<file path="src/rtl/ar_arbiter.sv">
// ar_arbiter: two-master round-robin arbiter for the AXI read-address channel.
//
// Selects M0 (instruction side) or M1 (data side) and presents one AR request
// to the downstream address decoder. The winner's master tag is prefixed onto
// its ARID (4'h1 = M0, 4'h2 = M1). Decoder READY is routed back to the winner
// only. A grant that is not accepted in its first cycle is locked until the
// handshake, so ARVALID_S and the payload cannot change mid-request.
//
// Ports:
//   ACLK, ARESETn                    clock, asynchronous active-low reset
//   AR*_M0 / AR*_M1 (in)             master requests: ID, ADDR, LEN, SIZE, BURST, VALID
//   ARREADY_M0 / ARREADY_M1 (out)    per-master accept
//   ARID_S (out)                     {master tag, ARID}
//   ARADDR_S..ARBURST_S (out)        selected payload
//   ARVALID_S (out), ARREADY_S (in)  handshake with the decoder
//
// The outputs are combinational (zero latency). The only state is the
// lock state and a single round-robin priority bit.
module ar_arbiter #(
   parameter int ID_BITS   = 4,
   parameter int IDS_BITS  = 8,
   parameter int ADDR_BITS = 32,
   parameter int LEN_BITS  = 4,
   parameter int SIZE_BITS = 3
) (
   input  logic                 ACLK,
   input  logic                 ARESETn,
   input  logic [ID_BITS-1:0]   ARID_M0,
   input  logic [ADDR_BITS-1:0] ARADDR_M0,
   input  logic [LEN_BITS-1:0]  ARLEN_M0,
   input  logic [SIZE_BITS-1:0] ARSIZE_M0,
   input  logic [1:0]           ARBURST_M0,
   input  logic                 ARVALID_M0,
   output logic                 ARREADY_M0,
   input  logic [ID_BITS-1:0]   ARID_M1,
   input  logic [ADDR_BITS-1:0] ARADDR_M1,
   input  logic [LEN_BITS-1:0]  ARLEN_M1,
   input  logic [SIZE_BITS-1:0] ARSIZE_M1,
   input  logic [1:0]           ARBURST_M1,
   input  logic                 ARVALID_M1,
   output logic                 ARREADY_M1,
   output logic [IDS_BITS-1:0]  ARID_S,
   output logic [ADDR_BITS-1:0] ARADDR_S,
   output logic [LEN_BITS-1:0]  ARLEN_S,
   output logic [SIZE_BITS-1:0] ARSIZE_S,
   output logic [1:0]           ARBURST_S,
   output logic                 ARVALID_S,
   input  logic                 ARREADY_S
);

   localparam int TAG_BITS = IDS_BITS - ID_BITS;

   typedef enum logic [1:0] {
      IDLE    = 2'd0,
      LOCK_M0 = 2'd1,
      LOCK_M1 = 2'd2
   } state_t;

   state_t r_state, w_state_nxt;
   logic   r_prio,  w_prio_nxt;   // 0 favours M0, 1 favours M1
   logic   w_any;                 // some master holds the grant this cycle
   logic   w_sel;                 // granted master index
   logic   w_vld;                 // granted master's VALID, gated by reset
   logic   w_hs;
   logic   w_on;                  // outputs enabled (out of reset, grant present)

   always_ff @(posedge ACLK or negedge ARESETn) begin
      if (!ARESETn) begin
         r_state <= IDLE;
         r_prio  <= 1'b0;
      end else begin
         r_state <= w_state_nxt;
         r_prio  <= w_prio_nxt;
      end
   end

   always_comb begin
      w_any       = 1'b0;
      w_sel       = 1'b0;
      w_state_nxt = r_state;
      w_prio_nxt  = r_prio;
      case (r_state)
         IDLE: begin
            w_any = ARVALID_M0 | ARVALID_M1;
            w_sel = (ARVALID_M0 & ARVALID_M1) ? r_prio : ARVALID_M1;
         end
         LOCK_M0: begin
            w_any = 1'b1;
            w_sel = 1'b0;
         end
         LOCK_M1: begin
            w_any = 1'b1;
            w_sel = 1'b1;
         end
         default: w_state_nxt = IDLE;
      endcase

      // In LOCK the grant stands even if the locked master drops VALID;
      // ARVALID_S then simply follows that master's input.
      w_vld = ARESETn & w_any & (w_sel ? ARVALID_M1 : ARVALID_M0);
      w_hs  = w_vld & ARREADY_S;

      if (w_any) begin
         if (w_hs) begin
            w_state_nxt = IDLE;
            w_prio_nxt  = ~w_sel;
         end else begin
            w_state_nxt = w_sel ? LOCK_M1 : LOCK_M0;
         end
      end
   end

   assign w_on       = ARESETn & w_any;
   assign ARVALID_S  = w_vld;
   assign ARREADY_M0 = w_on & ~w_sel & ARREADY_S;
   assign ARREADY_M1 = w_on &  w_sel & ARREADY_S;
   assign ARID_S     = !w_on ? '0 :
                       w_sel ? {TAG_BITS'(2), ARID_M1} : {TAG_BITS'(1), ARID_M0};
   assign ARADDR_S   = !w_on ? '0 : (w_sel ? ARADDR_M1  : ARADDR_M0);
   assign ARLEN_S    = !w_on ? '0 : (w_sel ? ARLEN_M1   : ARLEN_M0);
   assign ARSIZE_S   = !w_on ? '0 : (w_sel ? ARSIZE_M1  : ARSIZE_M0);
   assign ARBURST_S  = !w_on ? '0 : (w_sel ? ARBURST_M1 : ARBURST_M0);

endmodule

</file>
<file path="config.mk">
export PLATFORM = sky130hd
export DESIGN_NAME = ar_arbiter
export DESIGN_NICKNAME = d
export VERILOG_FILES = /design/src/rtl/ar_arbiter.sv
export SDC_FILE = /design/constraint.sdc
export NUM_CORES = 1
export LEC_CHECK = 0
export ABC_AREA = 1
export BUFFER_PORTS_ARGS = -buffer_cell sky130_fd_sc_hd__buf_2
export CAP_MARGIN = 25
export CORE_MARGIN = 2
export CORE_UTILIZATION = 32
export DETAILED_ROUTE_END_ITERATION = 8
export PLACE_DENSITY = 0.84
export REMOVE_ABC_BUFFERS = 1
export SLEW_MARGIN = 5
export SYNTH_ARGS = -nofsm -noshare
export SYNTH_HDL_FRONTEND = slang
export SYNTH_SLANG_ARGS = --single-unit
</file>
<file path="constraint.sdc">
create_clock -name ACLK -period 2.23 [get_ports ACLK]
set_input_delay 0.1115 -clock ACLK [delete_from_list [all_inputs] [get_ports ACLK]]
set_output_delay 0.1115 -clock ACLK [all_outputs]
set_load 0.1 [all_outputs]
</file>
==> out/qor.yml <==
job:
  drv_cap: 0
global_route:
  grt_pass1_vias: 1625
  grt_max_degree: 47
  grt_use_total_pct: 26.2
  grt_antenna_before_repair: 0
  gr-total-overflow: 0
  grt_pass1_wl_microns: 7050
clocking:
  htreeDepth: 1
  cts_root_buf: "clkbuf_4"
  cts_tree: "yes"
  cts.sinks: 3
  cts.clk_slew.worst_paths_ns: 0.04
  clk_latency_ns: 0.23
  cts_buffer_depth: 2
  cts_made_buffers: 3
layout:
  multi_input_area_sq_um: 733
  antennaDiodeCount: 0
  fin_util_pct: 85.7
  fillers: 166
  post-route-cell-area_sq_mm: 0.00240
  seqCellArea_sq_um: 75.1
  drive_gt1_share_pct: 50.9
  fin_cells: 365
  area_growth_pct: 152
  fin_nets: 433
routing:
  initialDrtViolationCount: 121
  routed_wl_microns: 4960
  dr.pass1.iters: 6
  drc_errors: 10
  wl_met3_microns: 389
  met2WireLength_microns: 2870
  post_drt_wl_per_cell_microns: 13.6
  topRoutingLayerUsed: "met4"
  wl_met1_microns: 1610
  antenna_left: 0
  vias: 1711
  vias_per_cell: 4.69
status:
  violations: "design-rule violations"
  outcome: "finished, violations left"
floorplanning:
  dieArea_sq_mm: 0.00344
  fp-row-count: 19
  fp.dieH_microns: 58.7
  coreArea_sq_mm: 0.00281
  die_x_microns: 58.7
  io_pins: 147
  initial_core_util_pct: 34.1
worst_setup_path:
  start_kind: "register"
  endpoint_kind: "output pin"
  cp_top_family: "simple AND/OR/NAND/NOR gates"
  path_buf_inv: 3
  worstPathMaxFanout: 4
  crit_type: "register to output pin"
  crit_required_ns: 2.12
  cp.arrival_ns: 1.98
  cpPeakStageDelay_ns: 0.43
  crit_path_top_delay_cell: "buf_2"
  cp_cell_sequence: "inv_1 > ha_1 > nand2_2 > inv_2 > nand2_2 > nand2_4 > nor2_4 > nand2_4 > nor2_1 > buf_2"
worst_hold_path:
  hold_path.class: "primary input to register"
power:
  powerDensity_mw_per_mm2: 1950
  p_leak_nw: 1.41
  vdd_ir_drop_max_mv: 1.21
  power_mw: 4.70
placed_design:
  gp_congestion: 0.823
  dp.cells: 358
  io_buffers: 144
  place_ws_ns: 0.193
  dp_hpwl_microns: 3960
  placedInstanceArea_sq_mm: 0.00232
sta:
  hold_violations: 0
  setup_viol: 0
  skew_ns: 0.00320
  fin_crit_sh_pct: 93.9
  whs_ns: 0.213
  tns_ns: 0
  clock.fmax_mhz: 478
  setup_slack_ns: 0.136
  finalMaxSlewViolations: 0
  fin_crit_ns: 2.09
synthesis:
  syn_inst: 192
  syn-cell-area_sq_um: 956
  synth_seq_area_share_pct: 7.85
  synth_compound_area_share_pct: 0.524
  muxShareOfSynthArea_pct: 0
  ys_types: 19
  yosysTopAreaCellShare_pct: 53.4
  synthAdderAreaFrac_pct: 3.93
  ys_warn_count: 0
  synth_xor_area_share_pct: 0
  synth_top_family_by_area: "simple AND/OR/NAND/NOR gates"
  syn_avg_cell_area_sq_um: 4.98
  synth_top_area_cell: "nand2_1"
  synth-simple-area-share_pct: 70.4
  synthArstFlopShare_pct: 100
  yosys-top-cells-area: "nand2_1 (53%), nand2_2 (9.2%), buf_6 (8.2%)"
  ys_top_cells_by_count: "nand2_1 (136), nand2_2 (14), inv_1 (8), buf_6 (7), nand3_1 (5)"
  synth_flop_cell: "dfrtp_1"
  synth-edff-count: 0
  ys_ff_latch: 3
  synth.most_common_cell: "nand2_1"
## tightest hold or removal path, cell delays in order
cell	delay (ns)
buf_2	0.11
nand4_1	0.10
nand2_1	0.07
## final cells by class
type	instances	share of cell area [%]
Inverter	12	2.91
Multi-Input combinational cell	168	30.5
Sequential cell	3	3.12
Clock buffer	4	1.09
Timing Repair inverter	2	1.04
Tap cell	31	1.61
Timing Repair Buffer	145	59.7
## state kept, by name, summed over array words and instances (netlist names)
name / flops
r_prio: 1
r_state: 2
## kinds of logic after synthesis
| kind of cell | after synthesis |
|---|---|
| AOI/OAI and AO/OA | 1 |
| adders and majority gates | 3 |
| buffers and inverters | 22 |
| DFF | 3 |
| other | 1 |
| and+or+nand+nor | 162 |
## power by group
part | switching (mW) | internal (mW) | leakage [nW] | total (mW)
Sequential | 0.0187 | 0.0795 | 0.0365 | 0.0983
Clock | 0.0290 | 0.0671 | 0.0150 | 0.0961
Combinational | 3.12 | 1.38 | 1.36 | 4.50
Total | 3.17 | 1.53 | 1.41 | 4.70
## cells in the final DEF, fill, tap and decap left out
cell,netlist,routed
clkbuf_1,0,1
dlygate4sd3_1,0,1
clkinv_8,0,3
clkbuf_4,0,3
nand3_2,1,1
ha_1,3,3
inv_1,8,8
nand3_1,5,5
nand2_1,136,136
nand2_2,14,12
buf_2,0,97
inv_2,2,2
buf_12,0,47
dfrtp_1,3,3
conb_1,1,2
inv_6,0,1
nand2_4,1,3
a21oi_1,1,1
nand4_1,1,1
nor2_4,1,1
nor2_1,3,3
## worst paths after layout
| path | start | end | slack (ns) | cells past startpoint |
|---|---|---|---|---|
| min in group asynchronous | ARESETn | r_prio$_DFFE_PN0P_ | 0.24 | 2 |
| setup / recovery | r_state[0]$_DFFE_PN0P_ | ARREADY_M0 | 0.14 | 10 |
| hold / removal | ARREADY_S | r_prio$_DFFE_PN0P_ | 0.21 | 3 |
| setup reg to reg | r_state[0]$_DFFE_PN0P_ | r_prio$_DFFE_PN0P_ | 0.75 | 11 |
| hold reg to reg | r_prio$_DFFE_PN0P_ | r_prio$_DFFE_PN0P_ | 0.51 | 2 |
| max in group asynchronous | ARESETn | r_state[1]$_DFFE_PN0P_ | 1.84 | 2 |
## routing by layer
metal	track usage (%)	vias to the layer above
met4	8.44	0
met3	5.49	12
met5	0	-
met1	27.2	755
met2	51.7	91
li1	-	853
## what timing repair did
action | CTS | global route
hold buffers | 1 | 0
buffers inserted | 0 | 0
hold endpoints to repair | 3 | 0
setup endpoints to repair | 23 | 45
gates cloned | 0 | 2
resized for setup | 1 | 8
(Power assumes the default switching activity.)
